==> src/rtl/overlay_accum_drain.sv <==
// Drain stage behind the 27x27 MAC overlay: tracks result validity through a delay pipe,
// accumulates S_reg per SIMD lane over a group, and queues group results behind valid/ready.
module overlay_accum_drain #(
  parameter int ACC_W      = 54,
  parameter int LEN_W      = 8,
  parameter int LATENCY    = 3,
  parameter int FIFO_DEPTH = 4
) (
  input  logic             clk,
  input  logic             reset,
  input  logic             issue_valid,
  input  logic             issue_last,
  input  logic [1:0]       issue_mode,
  output logic             issue_ready,
  input  logic [ACC_W-1:0] s_in,
  output logic             out_valid,
  input  logic             out_ready,
  output logic [ACC_W-1:0] out_data,
  output logic [LEN_W-1:0] out_count,
  output logic [1:0]       out_mode
);

  localparam int PW = $clog2(FIFO_DEPTH);
  localparam int CW = $clog2(FIFO_DEPTH) + 1;
  localparam int W2 = ACC_W / 2;
  localparam int W3 = ACC_W / 3;
  localparam int W6 = ACC_W / 6;
  localparam logic [LEN_W-1:0] CNT_MAX = '1;
  localparam logic [CW:0] DEPTH_V = (CW+1)'(FIFO_DEPTH);

  logic accept;
  logic push;
  logic pop;

  // ---------------- delay pipe ----------------
  logic [LATENCY-1:0] pipe_valid;
  logic [LATENCY-1:0] pipe_last;
  logic [1:0]         pipe_mode [LATENCY];
  logic               beat_valid;
  logic               beat_last;
  logic [1:0]         beat_mode;

  assign accept = issue_valid && issue_ready;

  always_ff @(posedge clk) begin
    if (reset) begin
      pipe_valid <= '0;
      pipe_last  <= '0;
      for (int i = 0; i < LATENCY; i++) pipe_mode[i] <= 2'b00;
    end else begin
      pipe_valid[0] <= accept;
      pipe_last[0]  <= accept && issue_last;
      pipe_mode[0]  <= issue_mode;
      for (int i = 1; i < LATENCY; i++) begin
        pipe_valid[i] <= pipe_valid[i-1];
        pipe_last[i]  <= pipe_last[i-1];
        pipe_mode[i]  <= pipe_mode[i-1];
      end
    end
  end

  assign beat_valid = pipe_valid[LATENCY-1];
  assign beat_last  = pipe_last[LATENCY-1];
  assign beat_mode  = pipe_mode[LATENCY-1];

  // ---------------- lane-wise accumulator ----------------
  function automatic logic [ACC_W-1:0] lane_add(input logic [ACC_W-1:0] a,
                                                input logic [ACC_W-1:0] b,
                                                input logic [1:0]       m);
    logic [ACC_W-1:0] r;
    r = '0;
    case (m)
      2'b00: r = a + b;
      2'b01: for (int i = 0; i < 2; i++) r[i*W2 +: W2] = a[i*W2 +: W2] + b[i*W2 +: W2];
      2'b10: for (int i = 0; i < 3; i++) r[i*W3 +: W3] = a[i*W3 +: W3] + b[i*W3 +: W3];
      default: for (int i = 0; i < 6; i++) r[i*W6 +: W6] = a[i*W6 +: W6] + b[i*W6 +: W6];
    endcase
    return r;
  endfunction

  logic [ACC_W-1:0] acc;
  logic [LEN_W-1:0] grp_count;
  logic [1:0]       grp_mode;
  logic             grp_open;
  logic [ACC_W-1:0] acc_next;
  logic [LEN_W-1:0] count_next;
  logic [1:0]       mode_next;

  always_comb begin
    acc_next   = s_in;
    count_next = LEN_W'(1);
    mode_next  = beat_mode;
    if (grp_open) begin
      acc_next   = lane_add(acc, s_in, grp_mode);
      count_next = (grp_count == CNT_MAX) ? grp_count : grp_count + LEN_W'(1);
      mode_next  = grp_mode;
    end
  end

  always_ff @(posedge clk) begin
    if (reset) begin
      acc       <= '0;
      grp_count <= '0;
      grp_mode  <= 2'b00;
      grp_open  <= 1'b0;
    end else if (beat_valid) begin
      acc       <= acc_next;
      grp_count <= count_next;
      grp_mode  <= mode_next;
      grp_open  <= !beat_last;
    end
  end

  // ---------------- result FIFO ----------------
  logic [ACC_W-1:0] mem_data  [FIFO_DEPTH];
  logic [LEN_W-1:0] mem_count [FIFO_DEPTH];
  logic [1:0]       mem_mode  [FIFO_DEPTH];
  logic [PW-1:0]    wr_ptr;
  logic [PW-1:0]    rd_ptr;
  logic [CW-1:0]    fifo_count;
  logic [CW-1:0]    inflight;
  logic [CW:0]      credit_sum;

  assign push = beat_valid && beat_last;
  assign pop  = out_valid && out_ready;

  always_ff @(posedge clk) begin
    if (push) begin
      mem_data[wr_ptr]  <= acc_next;
      mem_count[wr_ptr] <= count_next;
      mem_mode[wr_ptr]  <= mode_next;
    end
  end

  always_ff @(posedge clk) begin
    if (reset) begin
      wr_ptr     <= '0;
      rd_ptr     <= '0;
      fifo_count <= '0;
      inflight   <= '0;
    end else begin
      if (push) wr_ptr <= wr_ptr + PW'(1);
      if (pop)  rd_ptr <= rd_ptr + PW'(1);
      case ({push, pop})
        2'b10:   fifo_count <= fifo_count + CW'(1);
        2'b01:   fifo_count <= fifo_count - CW'(1);
        default: fifo_count <= fifo_count;
      endcase
      // a last beat leaving the pipe moves its credit from inflight into fifo_count
      case ({accept && issue_last, push})
        2'b10:   inflight <= inflight + CW'(1);
        2'b01:   inflight <= inflight - CW'(1);
        default: inflight <= inflight;
      endcase
    end
  end

  assign credit_sum  = {1'b0, fifo_count} + {1'b0, inflight};
  assign issue_ready = credit_sum < DEPTH_V;

  assign out_valid = (fifo_count != '0);
  assign out_data  = out_valid ? mem_data[rd_ptr]  : '0;
  assign out_count = out_valid ? mem_count[rd_ptr] : '0;
  assign out_mode  = out_valid ? mem_mode[rd_ptr]  : 2'b00;

endmodule

==> config.mk <==
export PLATFORM = sky130hd
export DESIGN_NAME = overlay_accum_drain
export DESIGN_NICKNAME = d
export VERILOG_FILES = /design/src/rtl/overlay_accum_drain.sv
export SDC_FILE = /design/constraint.sdc
export NUM_CORES = 1
export LEC_CHECK = 0
export ABC_AREA = 1
export CAP_MARGIN = 10
export CORE_MARGIN = 3
export CORE_UTILIZATION = 60
export CTS_BUF_LIST = sky130_fd_sc_hd__clkbuf_4
export CTS_CLUSTER_DIAMETER = 60
export DETAILED_ROUTE_END_ITERATION = 12
export PLACE_DENSITY = 0.84
export SKIP_CTS_REPAIR_TIMING = 1
export SLEW_MARGIN = 20
export SYNTH_ARGS = -nofsm -noshare
export SYNTH_HDL_FRONTEND = slang
export SYNTH_SLANG_ARGS = --single-unit
==> constraint.sdc <==
create_clock -name clk -period 7 [get_ports clk]
set_input_delay 1.4 -clock clk [delete_from_list [all_inputs] [get_ports clk]]
set_output_delay 1.4 -clock clk [all_outputs]
set_load 0.01 [all_outputs]
# Word level (Yosys, flattened, before mapping)
# Memories as Yosys holds them, arrays and structs flattened. A register that Yosys moved wholly into a read port is not among the register bits.
# Index checks and enable logic that the tools add are counted.
[op_classes]
add_sub_neg = 20
n_lt_le_gt_ge = 1
eq_ne = 7
mux = 24
n_bitwise = 3
n_reduce_logical = 9
[op_table]
columns = ["operator", "count"]
rows = [
  ["54-bit case mux with 3 select lines", 1],
  ["54-bit 2-to-1 mux", 2],
  ["18-bit adder", 3],
  ["27-bit adder", 2],
  ["54-bit adder", 1],
  ["9-bit adder", 6],
  ["8-bit 2-to-1 mux", 3],
  ["2-bit 2-to-1 mux", 11],
  ["3-bit case mux with 2 select lines", 2],
  ["8-bit by 1-bit adder with 8-bit output (second input constant)", 1],
  ["8-bit == test (second input constant)", 1],
  ["3-bit by 1-bit adder with 3-bit output (second input constant)", 2],
  ["2-bit by 1-bit == test with 1-bit output (second input constant)", 3],
  ["2-bit == test (second input constant)", 3],
  ["3-bit by 1-bit subtractor with 3-bit output (second input constant)", 2],
  ["1-bit 2-to-1 mux", 5],
  ["2-bit by 1-bit adder with 2-bit output (second input constant)", 2],
  ["3-bit by 3-bit adder with 4-bit output", 1],
  ["1-bit logical AND", 4],
  ["4-bit by 3-bit < comparator with 1-bit output (second input constant)", 1],
  ["2-bit nonzero test", 2],
  ["1-bit OR", 3],
  ["3-bit nonzero test", 1],
  ["2-bit logical NOT", 1],
  ["1-bit logical NOT", 1],
]
[word_totals]
register_bits = 81
ram_bits = 262
inputBits = 61
out_inout_bits = 66
word_cells = 78
memories = 4
[mem_list]
columns = ["memory", "words", "word_bits", "rd", "rd_ports_with_merged_regs", "write_ports", "line_no", "source"]
rows = [
  ["mem_data", 4, 54, 1, 1, 1, "115", "logic [ACC_W-1:0] mem_data [FIFO_DEPTH];"],
  ["mem_count", 4, 8, 1, 1, 1, "116", "logic [LEN_W-1:0] mem_count [FIFO_DEPTH];"],
  ["mem_mode", 4, 2, 1, 1, 1, "117", "logic [1:0] mem_mode [FIFO_DEPTH];"],
  ["pipe_mode", 3, 2, 3, 0, 3, "38", "logic [1:0] pipe_mode [LATENCY];"],
]

# Logic depth before layout (Yosys ltp)
[logic_depth]
word_depth = 6
ltp_mapped = 21
depth_no_buf = 20

# Least setup slack after synthesis
# Ideal clock, no wire load.
[synth_timing]
path_type = "register -> register"
start = "register pipe_valid[2]"
end = "memory mem_count[0][0] (enable)"
setup_ns = 0.487
t_arrival_ns = 3.722
required_ns = 6.513
setup_slack_ns = 2.791
stages_incl_launch_ff = 5
n_path_buf = 2
synth_period_minus_slack_ns = 4.209
cell_sequence = "dfxtp_1 > clkbuf_1 > clkbuf_1 > nand2_1 > nor2_1"
[synth_via]
elab_chain_len = 3
[synth_rtl]
columns = ["item", "line_no", "source"]
rows = [
  ["start: declaration", "36", "logic [LATENCY-1:0] pipe_valid;"],
  ["start signal: indexed assignment", "55", "pipe_valid[i] <= pipe_valid[i-1];"],
  ["1-bit logical AND", "124", "assign push = beat_valid && beat_last;"],
  ["1-bit 2-to-1 mux", "128", "if (push) begin"],
  ["1-bit 2-to-1 mux (implied by the code)", "130", "mem_count[wr_ptr] <= count_next;"],
  ["end: declaration", "116", ""],
]
# Every way passes these cells.

==> results.toml <==
[yosys]
yosys-top-cells-count = "nand2_1, nor2_1, inv_1, edfxtp_1, o21ai_0"
syn-num-nets = 2997
yosysMostFrequentCell = "nand2_1"
async_flop_share_pct = 0
synth_edf_count = 256
synth_top_cell_by_area = "edfxtp_1"
yosysSeqAreaShare_pct = 45.2
yosysUniqueCellTypes = 44
yosysTopAreaCellShare_pct = 36.7
netlist_top_cells_area = "edfxtp_1, nand2_1, dfxtp_1, nor2_1, inv_1"
ys.flop_type = "edfxtp_1"
syn_area_sq_um = 20900
synth-seq-cells = 345
yosys_warnings = 0
avgSynthCellArea_sq_um = 7.31
synth_cells = 2866

[clock_network]
cts_inserted_buffers = 86
clockBufferDepth = 3
root_buffer = "clkbuf_4"
cts_sinks = 345
cts_tree = "done"
clkTransAtPathRegs_ns = 0.07
clk_latency_ns = 0.81
htree_levels = 3

[placed_design]
dp_hpwl_um = 48900
place_ws_ns = 2.33
portBuffers = 126
gp_congestion = 0.996

[timing]
setup_viol = 0
skew_ns = 0.0660
fmax_ghz = 0.180
tns_ns = 0
period_share_pct = 79.5
slew_viol_final = 0
hold_viol_final = 0
relSlewSlack_pct = 21.5
fin_ws_ns = 1.44
rsz0062_at_grt = "false"
min_period_ns = 5.56
tightest_slew_ns = 1.17

[grt]
grt_pass1_vias = 19300
grt_max_degree = 90
overflow = 0
antenna_found_initial = 4
grt_pass1_wl_um = 106000
grt.total_usage_pct = 37.9

[pwr]
p_per_area_nw_per_um2 = 190
ir_worst_vdd_uv = 144
clkPwrFrac_pct = 38.8
switching_share_pct = 27.9
p_int_w = 0.00325
p_leak_nw = 10.7
pwr-share-seq_pct = 49.3
p_sw_w = 0.00126
power_frac_comb_pct = 11.9

[cells_and_area]
nFillCells = 2749
area_growth_pct = 13.1
utilization_pct = 69.8
layout.nets = 3129
drive_above_1_share_pct = 7.95

[detailed_routing]
wl_per_cell_um = 20.1
initialDrtViolationCount = 2261
drcViolationCount = 0
via_per_inst = 5.77
wirelength_um = 70700
vias = 20300
ant_nets = 0
first_pass_iters = 6

[floorplan]
dieArea_sq_um = 37200
die_h_um = 193
die_x_um = 193
rows = 67
initial_utilization_pct = 61.7
io-pin-count = 127
core_area_sq_um = 34000

[worst_setup_path]
critPathArrivalTime_ns = 4.16
reg2reg_slack_ns = 3.13
path_cells = "clkinv_2, buf_4, o21ai_0, a21oi_1, clkdlybuf4s50_1"
critical_path_class = "reg -> out"
crit_slowest_cell = "clkinv_2"
cp-start-kind = "register"
critPathMaxStageDelay_ns = 0.96
worstPathMaxFanout = 81
end_kind = "output pin"
crit_required_ns = 5.60

[worst_hold_path]
holdCritPathClass = "reg -> reg"

[job]
max_cap_viol_count = 0

[outcome]
status = "completed"
metal layers:
layer,wire length (um),track usage [%]
met2,33200,62.4
met5,0,0
met1,27400,50.4
met4,2590,15.0
met3,7480,5.87
stage by stage:
stage	cell area [sq um]	total power [W]	std cells	hold WS, ns
floorplan	20900	0.00260	2866	0.388
global placement	22500	0.00277	3358	0.384
global route	23700	0.00467	3525	0.406
CTS	23700	0.00450	3519	0.375
finish	23700	0.00451	3525	0.388
detailed placement	22500	0.00278	3358	0.392
power by group through the flow:
stage | clock [W] | sequential, W | combinational, W
floorplan | 0 | 0.00227 | 0.000332
global placement | 0 | 0.00227 | 0.000504
detailed placement | 0 | 0.00227 | 0.000515
CTS | 0.00176 | 0.00222 | 0.000518
global route | 0.00187 | 0.00223 | 0.000582
finish | 0.00175 | 0.00223 | 0.000535
cell type report:
| class | instances | area [sq um] | area share (%) |
|---|---|---|---|
| Sequential cell | 345 | 9480 | 40.0 |
| Clock buffer | 132 | 991 | 4.18 |
| Antenna cell | 6 | 15.0 | 0.0634 |
| Inverter | 424 | 1590 | 6.72 |
| Timing Repair Buffer | 147 | 1410 | 5.97 |
| Multi-Input combinational cell | 1994 | 9500 | 40.1 |
| Tap cell | 448 | 561 | 2.37 |
| Clock inverter | 29 | 144 | 0.607 |
flip-flops by register name (all words and copies together) (netlist names), 3 cells and up, named ones only:
register    flops
acc            54
fifo_count      3
grp_count       8
inflight        3
mem_count      32
mem_data      216
mem_mode        8
pipe_last       3
pipe_mode       6
pipe_valid      3
critical path: cells and delay by family (launching register included):
family	cells	cell delay, ns
flops	1	0.76
buf+inv	3	2.09
compound gates	2	0.46
cells in the final DEF, fill, tap and decap left out, types with 3 or more instances in the layout:
| master | instances |
|---|---|
| edfxtp_1 | 256 |
| dfxtp_1 | 85 |
| fa_1 | 8 |
| nor2_4 | 11 |
| and2_1 | 4 |
| nor3_2 | 8 |
| o21ai_2 | 4 |
| clkinv_1 | 25 |
| o21ai_0 | 256 |
| o21bai_1 | 4 |
| nand4_1 | 13 |
| nand2_2 | 8 |
| clkdlybuf4s50_1 | 125 |
| dfxtp_2 | 3 |
| nand2_1 | 712 |
| ha_1 | 62 |
| o211ai_1 | 5 |
| nor2_1 | 457 |
| or2_0 | 3 |
| clkbuf_4 | 132 |
| o21ai_1 | 15 |
| nor3_1 | 9 |
| nand3b_1 | 9 |
| inv_2 | 11 |
| or2_1 | 4 |
| nand3_1 | 162 |
| or2_2 | 12 |
| inv_1 | 406 |
| xnor2_1 | 9 |
| xor2_1 | 17 |
| a31oi_1 | 3 |
| buf_4 | 21 |
| nor2_2 | 16 |
| clkinv_4 | 4 |
| a21oi_1 | 168 |
| diode_2 | 6 |
| a211oi_1 | 5 |
| clkinv_2 | 5 |
final timing paths:
| path | to | from | depth (start not counted) |
|---|---|---|---|
| worst max register to register | mem_data[2][47]$_DFFE_PP_ | pipe_valid[2]$_SDFF_PP0_ | 4 |
| worst max-delay path | out_data[52] | register | 5 |
| worst min-delay path | pipe_mode[0][5]$_SDFF_PP0_ | pipe_mode[0][3]$_SDFF_PP0_ | 2 |
| worst min register to register | pipe_mode[0][5]$_SDFF_PP0_ | pipe_mode[0][3]$_SDFF_PP0_ | 2 |
kinds of logic after synthesis:
family / Yosys count / share of synthesized area [%]
DFF: 345 / 45.2
buffers and inverters: 527 / 9.66
AOI/OAI and AO/OA: 465 / 11.4
xor gates and xnor gates: 26 / 1.09
adders and majority gates: 70 / 4.47
and+or+nand+nor: 1433 / 28.1
Note: power is estimated with default switching activity, not from simulation.
